<file path="src/rtl/ball_serve_ctrl.sv">
// Ball serve controller: holds the ball at centre for a programmed number of
// frames after a score, then launches it with a velocity drawn from the LFSR.
module ball_serve_ctrl #(
  parameter int SERVE_DELAY_FRAMES = 60,
  parameter int SPEED              = 2,
  parameter int MAX_DY             = 3
) (
  input  logic       i_clk,
  input  logic       i_rst,
  input  logic [2:0] i_rand_in,
  input  logic       i_serve_req,
  input  logic       i_last_scorer,
  input  logic       i_frame_tick,
  output logic       o_serving,
  output logic       o_launch,
  output logic [3:0] o_vel_x,
  output logic [3:0] o_vel_y,
  output logic [7:0] o_serve_count
);
  // state  | meaning
  // IDLE   | ball at centre after reset, waiting for the first serve request
  // WAIT   | ball held at centre, frame counter running down
  // SAMPLE | one cycle; rand_in is mapped into the velocity at the exit edge
  // LAUNCH | one cycle; launch pulse with the new velocity
  // PLAY   | ball in motion, velocity held until the next serve request
  localparam logic [2:0] S_IDLE   = 3'd0;
  localparam logic [2:0] S_WAIT   = 3'd1;
  localparam logic [2:0] S_SAMPLE = 3'd2;
  localparam logic [2:0] S_LAUNCH = 3'd3;
  localparam logic [2:0] S_PLAY   = 3'd4;

  localparam logic [7:0] DELAY_INIT = 8'(SERVE_DELAY_FRAMES);
  localparam logic [3:0] SPEED_POS  = 4'(SPEED);
  localparam logic [3:0] SPEED_NEG  = 4'(-SPEED);
  localparam logic [1:0] MAX_DY_L   = 2'(MAX_DY);

  logic [2:0] r_state;
  logic [7:0] r_count;
  logic       r_dir;
  logic       r_serving;
  logic       r_launch;
  logic [3:0] r_vel_x;
  logic [3:0] r_vel_y;
  logic [7:0] r_serve_count;

  logic [1:0] w_mag_raw;
  logic [1:0] w_mag;
  logic [3:0] w_vel_x_new;
  logic [3:0] w_vel_y_new;

  // A zero vertical component would make the ball bounce flat forever.
  always_comb begin
    w_mag_raw   = (i_rand_in[1:0] == 2'd0) ? 2'd1 : i_rand_in[1:0];
    w_mag       = (w_mag_raw > MAX_DY_L) ? MAX_DY_L : w_mag_raw;
    w_vel_y_new = i_rand_in[2] ? (4'd0 - {2'b00, w_mag}) : {2'b00, w_mag};
    w_vel_x_new = r_dir ? SPEED_POS : SPEED_NEG;
  end

  always_ff @(posedge i_clk or posedge i_rst) begin
    if (i_rst) begin
      r_state       <= S_IDLE;
      r_count       <= 8'd0;
      r_dir         <= 1'b0;
      r_serving     <= 1'b1;
      r_launch      <= 1'b0;
      r_vel_x       <= 4'd0;
      r_vel_y       <= 4'd0;
      r_serve_count <= 8'd0;
    end else begin
      r_launch <= 1'b0;
      case (r_state)
        S_IDLE, S_PLAY: begin
          if (i_serve_req) begin
            r_state   <= S_WAIT;
            r_count   <= DELAY_INIT;
            r_dir     <= i_last_scorer;
            r_serving <= 1'b1;
            r_vel_x   <= 4'd0;
            r_vel_y   <= 4'd0;
          end
        end
        S_WAIT: begin
          // A fresh request restarts the hold and beats both exit and decrement.
          if (i_serve_req) begin
            r_count <= DELAY_INIT;
            r_dir   <= i_last_scorer;
          end else if (r_count == 8'd0) begin
            r_state <= S_SAMPLE;
          end else if (i_frame_tick) begin
            r_count <= r_count - 8'd1;
          end
        end
        S_SAMPLE: begin
          r_state   <= S_LAUNCH;
          r_launch  <= 1'b1;
          r_serving <= 1'b0;
          r_vel_x   <= w_vel_x_new;
          r_vel_y   <= w_vel_y_new;
        end
        S_LAUNCH: begin
          r_state       <= S_PLAY;
          r_serve_count <= r_serve_count + 8'd1;
        end
        default: r_state <= S_IDLE;
      endcase
    end
  end

  assign o_serving     = r_serving;
  assign o_launch      = r_launch;
  assign o_vel_x       = r_vel_x;
  assign o_vel_y       = r_vel_y;
  assign o_serve_count = r_serve_count;
endmodule
</file>
<file path="config.mk">
export PLATFORM = sky130hd
export DESIGN_NAME = ball_serve_ctrl
export DESIGN_NICKNAME = d
export VERILOG_FILES = /design/src/rtl/ball_serve_ctrl.sv
export SDC_FILE = /design/constraint.sdc
export NUM_CORES = 1
export LEC_CHECK = 0
export ABC_CLOCK_PERIOD_IN_PS = 2350
export CAP_MARGIN = 10
export CORE_MARGIN = 4
export CORE_UTILIZATION = 51
export DETAILED_ROUTE_END_ITERATION = 8
export GPL_TIMING_DRIVEN = 0
export MAX_ROUTING_LAYER = met4
export PLACE_DENSITY = 0.85
export SLEW_MARGIN = 0
export SYNTH_ARGS = -nofsm -noshare
export SYNTH_HDL_FRONTEND = slang
export SYNTH_SLANG_ARGS = --single-unit
</file>
<file path="constraint.sdc">
create_clock -name i_clk -period 2.35 [get_ports i_clk]
set_input_delay 0.3525 -clock i_clk [delete_from_list [all_inputs] [get_ports i_clk]]
set_output_delay 0.3525 -clock i_clk [all_outputs]
set_load 0.05 [all_outputs]
</file>
# Word level (Yosys, flattened, before mapping)

Cells that the tools add are included.

Memories: 0
Output and inout bits: 18
Bits in writable memories: 0
Bits in registers: 30
Latch bits: 0
Logic and storage cells: 51
ROM bits: 0

Reductions and logical operators: 11
$mul: 0
$lt $le $gt $ge: 1
Shift-type cells: 0
Equal/unequal tests: 9
Divide/modulo/power cells: 0
$add $sub $neg: 3
Bitwise gates (word level): 0
Mux-type cells: 19

Operators by type and width:

| operator                                                           | count |
|---|---|
| 8-bit two-way mux                                                  | 4 |
| 4-bit case mux with 2 select lines                                 | 2 |
| 8-bit case mux with 2 select lines                                 | 1 |
| 4-bit two-way mux                                                  | 3 |
| 3-bit case mux with 4 select lines                                 | 1 |
| 3-bit two-way mux                                                  | 3 |
| 8-bit by 1-bit adder with 8-bit output, second input constant      | 1 |
| 8-bit zero test                                                    | 1 |
| 8-bit by 1-bit subtractor with 8-bit output, second input constant | 1 |
| 3-bit by 2-bit == test with 1-bit output, second input constant    | 2 |
| 2-bit inequality test, second input constant                       | 3 |
| 3-bit inequality test, second input constant                       | 2 |
| 2-bit two-way mux                                                  | 2 |
| 2-bit AND reduction                                                | 2 |
| 4-bit AND reduction                                                | 1 |
| 2-bit nonzero test                                                 | 2 |
| 3-bit by 1-bit == test with 1-bit output, second input constant    | 1 |
| 3-bit == test, second input constant                               | 1 |
| 3-bit zero test                                                    | 1 |
| 3-bit AND reduction                                                | 1 |
| 3-bit OR reduction                                                 | 1 |
| 1-bit by 2-bit subtractor with 3-bit output, first input constant  | 1 |
| 2-bit greater-than comparator, second input constant               | 1 |
| 2-bit zero test                                                    | 1 |
| other kinds (3)                                                    | 4 |

# Logic depth before layout (Yosys ltp)

Gate-level depths: netlist of the first run.

Word-level depth: 7
Depth in mapped cells: 6
Gate-level depth less buffers: 6

# Worst setup path before layout of the first run

OpenSTA, ideal clock, no wires.

Path type: reg2reg
Start: register r_count[0]
End: register r_count[6]
Stages on the path, launching flop included: 7
Data arrival time: 1.508 ns
Required time: 2.229 ns
Clock period less this slack: 1.629 ns
Path slack: 0.721 ns
Buffers on the path: 0
Path through: dfrtp_1 > inv_1 > ha_1 > or3b_1 > o31ai_1 > nand3_1 > a22o_1

Word-level cells in the longest chain between the ends: 5
Elaborated cells between the ends (all ways): 8

Ends and longest elaborated chain:

| what                                        | RTL line | text |
|---|---|---|
| from (decl)                                 | 38       | `logic [7:0] r_count;` |
| from (signal assigned)                      | 90       | `r_count <= r_count - 8'd1;` |
| 8-bit by 1-bit subtractor with 8-bit output | 90       |  |
| 8-bit two-way mux                           | 89       | `end else if (i_frame_tick) begin` |
| 8-bit two-way mux                           | 87       | `end else if (r_count == 8'd0) begin` |
| 8-bit two-way mux                           | 84       | `if (i_serve_req) begin` |
| 8-bit case mux with 2 select lines          | 71       | `case (r_state)` |

Several ways; a longest one is shown, not always the timed one. The select of a mux whose other input is x is not followed.
A chain may end at the register's enable or synchronous reset.

# Final worst setup path of the first run

Start: register r_serving, in the netlist o_serving
End: output o_serving

RTL lines:

| what                   | RTL line | text |
|---|---|---|
| from (decl)            | 40       | `logic r_serving;` |
| from (signal assigned) | 64       | `r_serving <= 1'b1;` |
| from (signal assigned) | 77       | `r_serving <= 1'b1;` |
| from (signal assigned) | 96       | `r_serving <= 1'b0;` |
| to (decl)              | 14       | `output logic o_serving,` |

No word-level cell between the ends.

==> results of run 1 <==
[area by class of cell]
cell class                      count  area (µm²)
Buffer                              6        56.3
Inverter                            6        22.5
Multi-Input combinational cell     88         622
Clock inverter                      1        7.51
Clock buffer                        3        22.5
Tap cell                           30        37.5
Fill cell                         201         837
Sequential cell                    27         677
Timing Repair Buffer               24         240
[path summary, 6_finish.rpt]
| path | startpoint | end | cells after the start |
|---|---|---|---|
| worst max-delay path | o_serving$_DFFE_PP1P_ | o_serving | 1 |
| worst min-delay path | r_dir$_DFFE_PP0P_ | o_vel_x[2]$_DFFE_PP0P_ | 1 |
| worst max register to register | r_count[0]$_DFFE_PP0P_ | r_count[7]$_DFFE_PP0P_ | 6 |
| worst min register to register | r_dir$_DFFE_PP0P_ | o_vel_x[2]$_DFFE_PP0P_ | 1 |
| max in group asynchronous | i_rst | o_vel_x[1]$_DFFE_PP0P_ | 2 |
| min in group asynchronous | i_rst | o_serve_count[5]$_DFFE_PP0P_ | 2 |
[cells in the mapped netlist, drive strengths merged]
cell type   n  area share
nand2      11       0.030
nand4       4       0.018
o2bb2ai     2       0.013
xnor2       6       0.038
nor3        3       0.011
a211oi      2       0.024
dfrtp      26        0.47
conb        1      0.0027
inv         6       0.016
mux2        1      0.0082
a21oi       6       0.025
buf         6       0.041
or4b        1      0.0073
and3        3       0.017
and2        2       0.011
xor2        1      0.0064
dfstp       1       0.019
ha          2       0.018
or3         1      0.0055
or4         1      0.0082
a31o        1      0.0064
a22o        3       0.019
o21ai       5       0.018
nor4        1      0.0091
nor3b       2       0.018
or3b        1      0.0064
nor2        5       0.014
nor4b       1       0.017
nand3b      3       0.019
nand3       7       0.025
nand2b      3       0.014
a31oi       7       0.032
o31ai       2       0.011
[per-layer routing]
metal / track usage / up-vias / share of wire
li1: - / 510 / -
met1: 0.220 / 516 / 0.47
met2: 0.275 / 23 / 0.48
met3: 0.0324 / 5 / 0.041
met4: 0.0665 / 0 / 0.017
met5: - / - / 0
[flip-flops by register name, indices dropped and copies added, names as in the netlist]
name and flops:
o_launch 1, o_serve_count 8, o_serving 1, o_vel_x 2, o_vel_y 3, r_count 8
r_dir 1, r_state 3
[logic make-up after synthesis]
logic type | synth area share
other | 0.00272
and+or+nand+nor | 0.231
muxes | 0.00817
buffers and inverters | 0.0572
xor gates and xnor gates | 0.0445
DFF | 0.491
AOI/OAI and AO/OA | 0.147
adders and majority gates | 0.0182
[report_power, final]
| part | internal, mW | switching (mW) |
|---|---|---|
| Clock | 0.0653 | 0.148 |
| Combinational | 0.0588 | 0.0765 |
| Sequential | 0.485 | 0.0238 |
| Total | 0.609 | 0.248 |
[metrics by stage]
step | cell area [µm²] | cells
4_1_cts | 1690 | 185
2_1_floorplan | 1380 | 127
5_1_grt | 1690 | 185
3_3_place_gp | 1660 | 181
6_report | 1690 | 185
3_5_place_dp | 1660 | 181
==> summary.md, run 1 <==
| Metric | Value |
|---|---|
| First DRT Iteration DRCs | `22` |
| Utilization after layout | `0.668` |
| Drt drc | `0` |
| Core Region | `2520 µm²` |
| Sequential fraction of the synthesis area | `0.491` |
| VDD IR max | `0.467 mV` |
| Chip Height | `60.0 µm` |
| Slew headroom | `0.339` |
| Yosys cell types | `40` |
| Number of global-route vias before repair | `1012` |
| Critical path's largest stage delay | `0.80 ns` |
| Largest fanout on the critical path | `2` |
| Cell Chain, Critical Path | `clkdlybuf4s50_1` |
| Leak pwr | `0.731 nW` |
| Crit share post-route | `0.872` |
| GP Congestion | `0.795` |
| IO Pins | `26` |
| Synth Net Count | `137` |
| Fin. Hold Viols | `0` |
| Clock Path Buffers | `2` |
| Final Max Tran Viols | `0` |
| Critical Path Slowest Stage Cell | `clkdlybuf4s50_1` |
| Max_cap viols | `0` |
| First-pass GRT wire length | `4570 µm` |
| Later-pin clock latency in the skew report | `0.33 ns` |
| WS Path Type | `flop to output port` |
| Syn avg cell area | `10.8 µm²` |
| Syn Inst Count | `127` |
| Antenna viol nets, final | `0` |
| Initial antenna violation count | `0` |
| # rows | `18` |
| Critical path endpoint category | `output port` |
| Port bufs | `24` |
| R2R setup slack | `0.55 ns` |
| # diodes | `0` |
| Hold-fix buffers at CTS | `0` |
| Mapped Area | `1380 µm²` |
| Power Dens Cells | `509 nW/µm²` |
| Total power | `0.858 mW` |
| Post-CTS Repair Setup Buffers | `0` |
| Endpoints failing setup | `0` |
| Required time of the critical path | `2.00 ns` |
| Final wirelength | `2700 µm` |
| Die ar. | `3600 µm²` |
| Clock buffer count from CTS | `3` |
| Worst-path clk slew | `0.15 ns` |
| Synth warnings | `0` |
| RSZ-0062 raised after global routing | `false` |
| Critical path launch point type | `flop` |
| Die width | `60.0 µm` |
| Average wire per standard cell | `14.6 µm` |
| #FFs+latches synth | `27` |
| Worst Path Buf+Inv | `1` |
| GRT Total Usage | `0.174` |
| GRT overflow | `0` |
| Vias per cell | `5.70` |
| WP data arrival | `1.70 ns` |
| First-pass DRT Iterations | `4` |
| Tmin final | `2.05 ns` |
| Largest delay share family, worst path | `buffers and inverters` |
| Status | `finished clean` |
| Clock Root Buffer | `clkbuf_4` |
| Clk sinks | `27` |
| Max Freq | `488 MHz` |
| Initial Utilization | `0.546` |
| CTS H-tree depth | `1` |
| Final WS setup | `0.301 ns` |
| Final Skew | `0.00305 ns` |
| Post-cts resize count | `0` |
| Pre-CTS setup slack | `0.306 ns` |
| Fin nets | `166` |
| TritonCTS clock tree | `yes` |
| Commonest non-fill, non-tap cell in the layout | `dfrtp_1` |
| Final setup TNS | `0 ns` |
| Layout area overhead | `22.3%` |
| Share of cells above drive strength 1 | `0.161` |
| Commonest non-fill, non-tap cells in the layout | `26 x dfrtp_1, 24 x clkdlybuf4s50_1, 11 x nand2_1` |
| DP Wirelength | `1990 µm` |
| Via count of the routed design | `1054` |
| Class of the worst hold path | `flop to flop` |
| Slew of the pin with the lowest slew margin | `0.990 ns` |
| Largest net degree at the start of global routing | `28` |
| Worst hold slack | `0.453 ns` |
Power figures use the tool's default switching activity.
==> inputs of run 2 (changes only) <==
--- a/config.mk
+++ b/config.mk
@@ -13,6 +13,7 @@
 export GPL_TIMING_DRIVEN = 0
 export MAX_ROUTING_LAYER = met4
 export PLACE_DENSITY = 0.85
+export RECOVER_POWER = 50
 export SLEW_MARGIN = 0
 export SYNTH_ARGS = -nofsm -noshare
 export SYNTH_HDL_FRONTEND = slang
==> summary.md, run 2 (synthesis gave the netlist of run 1 again) <==
| Metric | Value |
|---|---|
| Max_cap viols | `0` |
| Leak pwr | `0.722 nW` |
| Later-pin clock latency in the skew report | `0.34 ns` |
| First DRT Iteration DRCs | `20` |
| Final setup TNS | `0 ns` |
| Critical path's largest stage delay | `0.80 ns` |
| Via count of the routed design | `1050` |
| WS Path Type | `flop to output port` |
| Critical Path Slowest Stage Cell | `clkdlybuf4s50_1` |
| Worst setup endpoint | `o_serving` |
| Endpoints failing setup | `0` |
| Final Max Tran Viols | `0` |
| Sequential cell area | `677 µm²` |
| Utilization after layout | `0.663` |
| Die width | `60.0 µm` |
| Sw Pwr | `0.252 mW` |
| Clock power share | `0.252` |
| GRT Total Usage | `0.174` |
| GRT overflow | `0` |
| Largest fanout on the critical path | `2` |
| Worst Path Buf+Inv | `1` |
| DP Wirelength | `1990 µm` |
| First-pass DRT Iterations | `4` |
| Area occupied by multi-input gates | `617 µm²` |
| Commonest non-fill, non-tap cells in the layout | `26 x dfrtp_1, 23 x clkdlybuf4s50_1, 11 x nand2_1` |
| Clock buffer count from CTS | `3` |
| VDD IR max | `0.466 mV` |
| Critical path endpoint category | `output port` |
| Worst-case reg-to-reg path depth | `6` |
| # rows | `18` |
| Cell Int Power | `0.609 mW` |
| Class of the worst hold path | `flop to flop` |
| Hold path startpoint | `r_dir$_DFFE_PP0P_` |
| Chip Height | `60.0 µm` |
| Worst-path clk slew | `0.15 ns` |
| Flop pwr share | `0.591` |
| Crit share post-route | `0.872` |
| Required time of the critical path | `2.00 ns` |
| Pre-CTS setup slack | `0.306 ns` |
| Antenna viol nets, final | `0` |
| Vias per cell | `5.68` |
| Fin. Hold Viols | `0` |
| Switching share of power | `0.292` |
| Crit path from | `o_serving$_DFFE_PP1P_` |
| Reg2Reg Capture Point | `r_count[6]$_DFFE_PP0P_` |
| WP data arrival | `1.70 ns` |
| Final WS setup | `0.301 ns` |
| Layout area overhead | `21.4%` |
| # diodes | `0` |
| Cell Chain, Critical Path | `clkdlybuf4s50_1` |
| Slew of the pin with the lowest slew margin | `0.993 ns` |
| R2R setup slack | `0.54 ns` |
| Worst r2r src | `r_count[0]$_DFFE_PP0P_` |
| Worst hold slack | `0.453 ns` |
| Critical path launch point type | `flop` |
| Power Dens Cells | `515 nW/µm²` |
| Post-cts resize count | `0` |
| CTS H-tree depth | `1` |
| Clock Path Buffers | `2` |
| IO Pins | `26` |
| Crit. path cell count | `1` |
| Commonest non-fill, non-tap cell in the layout | `dfrtp_1` |
| Tmin final | `2.05 ns` |
| Largest delay share family, worst path | `buffers and inverters` |
| Hold-fix buffers at CTS | `0` |
| Number of global-route vias before repair | `1012` |
| Share of cells above drive strength 1 | `0.148` |
| Gate power share | `0.157` |
| Clock Root Buffer | `clkbuf_4` |
| Largest net degree at the start of global routing | `28` |
| Post-CTS Repair Setup Buffers | `0` |
| RSZ-0062 raised after global routing | `false` |
| Clk sinks | `27` |
| TritonCTS clock tree | `yes` |
| GP Congestion | `0.795` |
| Initial Utilization | `0.546` |
| Drt drc | `0` |
| Die ar. | `3600 µm²` |
| First-pass GRT wire length | `4570 µm` |
| Final wirelength | `2730 µm` |
| Fin nets | `166` |
| Initial antenna violation count | `0` |
| Core Region | `2520 µm²` |
| Final Skew | `0.00860 ns` |
| Port bufs | `24` |
| Layout fillers | `203` |
| Max Freq | `488 MHz` |
| Slew headroom | `0.337` |
| Status | `finished clean` |
| Average wire per standard cell | `14.8 µm` |
==> run 2: worst min path at each step <==
| stage | slack (ns) | depth (start not counted) | end |
|---|---|---|---|
| floorplan | 0.40 | 1 | o_launch$_DFF_PP0_ |
| global placement | 0.43 | 1 | o_vel_x[2]$_DFFE_PP0P_ |
| detailed placement | 0.43 | 1 | o_vel_x[2]$_DFFE_PP0P_ |
| CTS | 0.46 | 1 | o_vel_x[2]$_DFFE_PP0P_ |
| global route | 0.50 | 2 | o_serving$_DFFE_PP1P_ |
| finish | 0.45 | 1 | o_vel_x[2]$_DFFE_PP0P_ |
==> run 2: final cells by class <==
cell class	instances	share of cell area
Tap cell	30	0.0224
Buffer	6	0.0292
Clock inverter	1	0.00449
Sequential cell	27	0.405
Timing Repair Buffer	24	0.144
Inverter	6	0.0135
Clock buffer	3	0.0135
Multi-Input combinational cell	88	0.369
==> run 2: through the flow <==
step | instances | instance area [µm²] | power [mW]
4_1_cts | 185 | 1690 | 0.866
3_3_place_gp | 181 | 1660 | 0.644
3_5_place_dp | 181 | 1660 | 0.653
6_report | 185 | 1670 | 0.861
5_1_grt | 185 | 1670 | 0.899
2_1_floorplan | 127 | 1380 | 0.606
==> run 2: layer usage <==
layer,wire length (µm),vias to the layer above,GRT usage
met5,0,-,-
met4,45,0,0.0665
met3,104,5,0.0324
met2,1310,21,0.275
met1,1270,512,0.220
li1,-,512,-
==> run 2: power by group through the flow <==
stage	registers [mW]	logic (mW)	clock network [mW]
6_report	0.509	0.135	0.217
4_1_cts	0.509	0.136	0.221
3_5_place_dp	0.517	0.136	0
3_3_place_gp	0.515	0.130	0
2_1_floorplan	0.528	0.0785	0
5_1_grt	0.514	0.149	0.236
==> inputs of run 3 (changes only) <==
--- a/config.mk
+++ b/config.mk
@@ -5,8 +5,7 @@
 export SDC_FILE = /design/constraint.sdc
 export NUM_CORES = 1
 export LEC_CHECK = 0
-export ABC_CLOCK_PERIOD_IN_PS = 2350
-export CAP_MARGIN = 10
+export CAP_MARGIN = 5
 export CORE_MARGIN = 4
 export CORE_UTILIZATION = 51
 export DETAILED_ROUTE_END_ITERATION = 8
==> constraint.sdc (replaced) <==
create_clock -name i_clk -period 2.35 [get_ports i_clk]
set_input_delay 0.3525 -clock i_clk [delete_from_list [all_inputs] [get_ports i_clk]]
set_output_delay 0.3525 -clock i_clk [all_outputs]
set_load 0.02 [all_outputs]
==> results of run 3 <==
Same layout as run 2 (identical final DEF). Status: finished clean.
Among the figures that moved: setup slack after layout 0.301 ns -> 0.501 ns; total power 0.861 mW -> 0.844 mW; worst IR drop on VDD 0.466 mV -> 0.442 mV
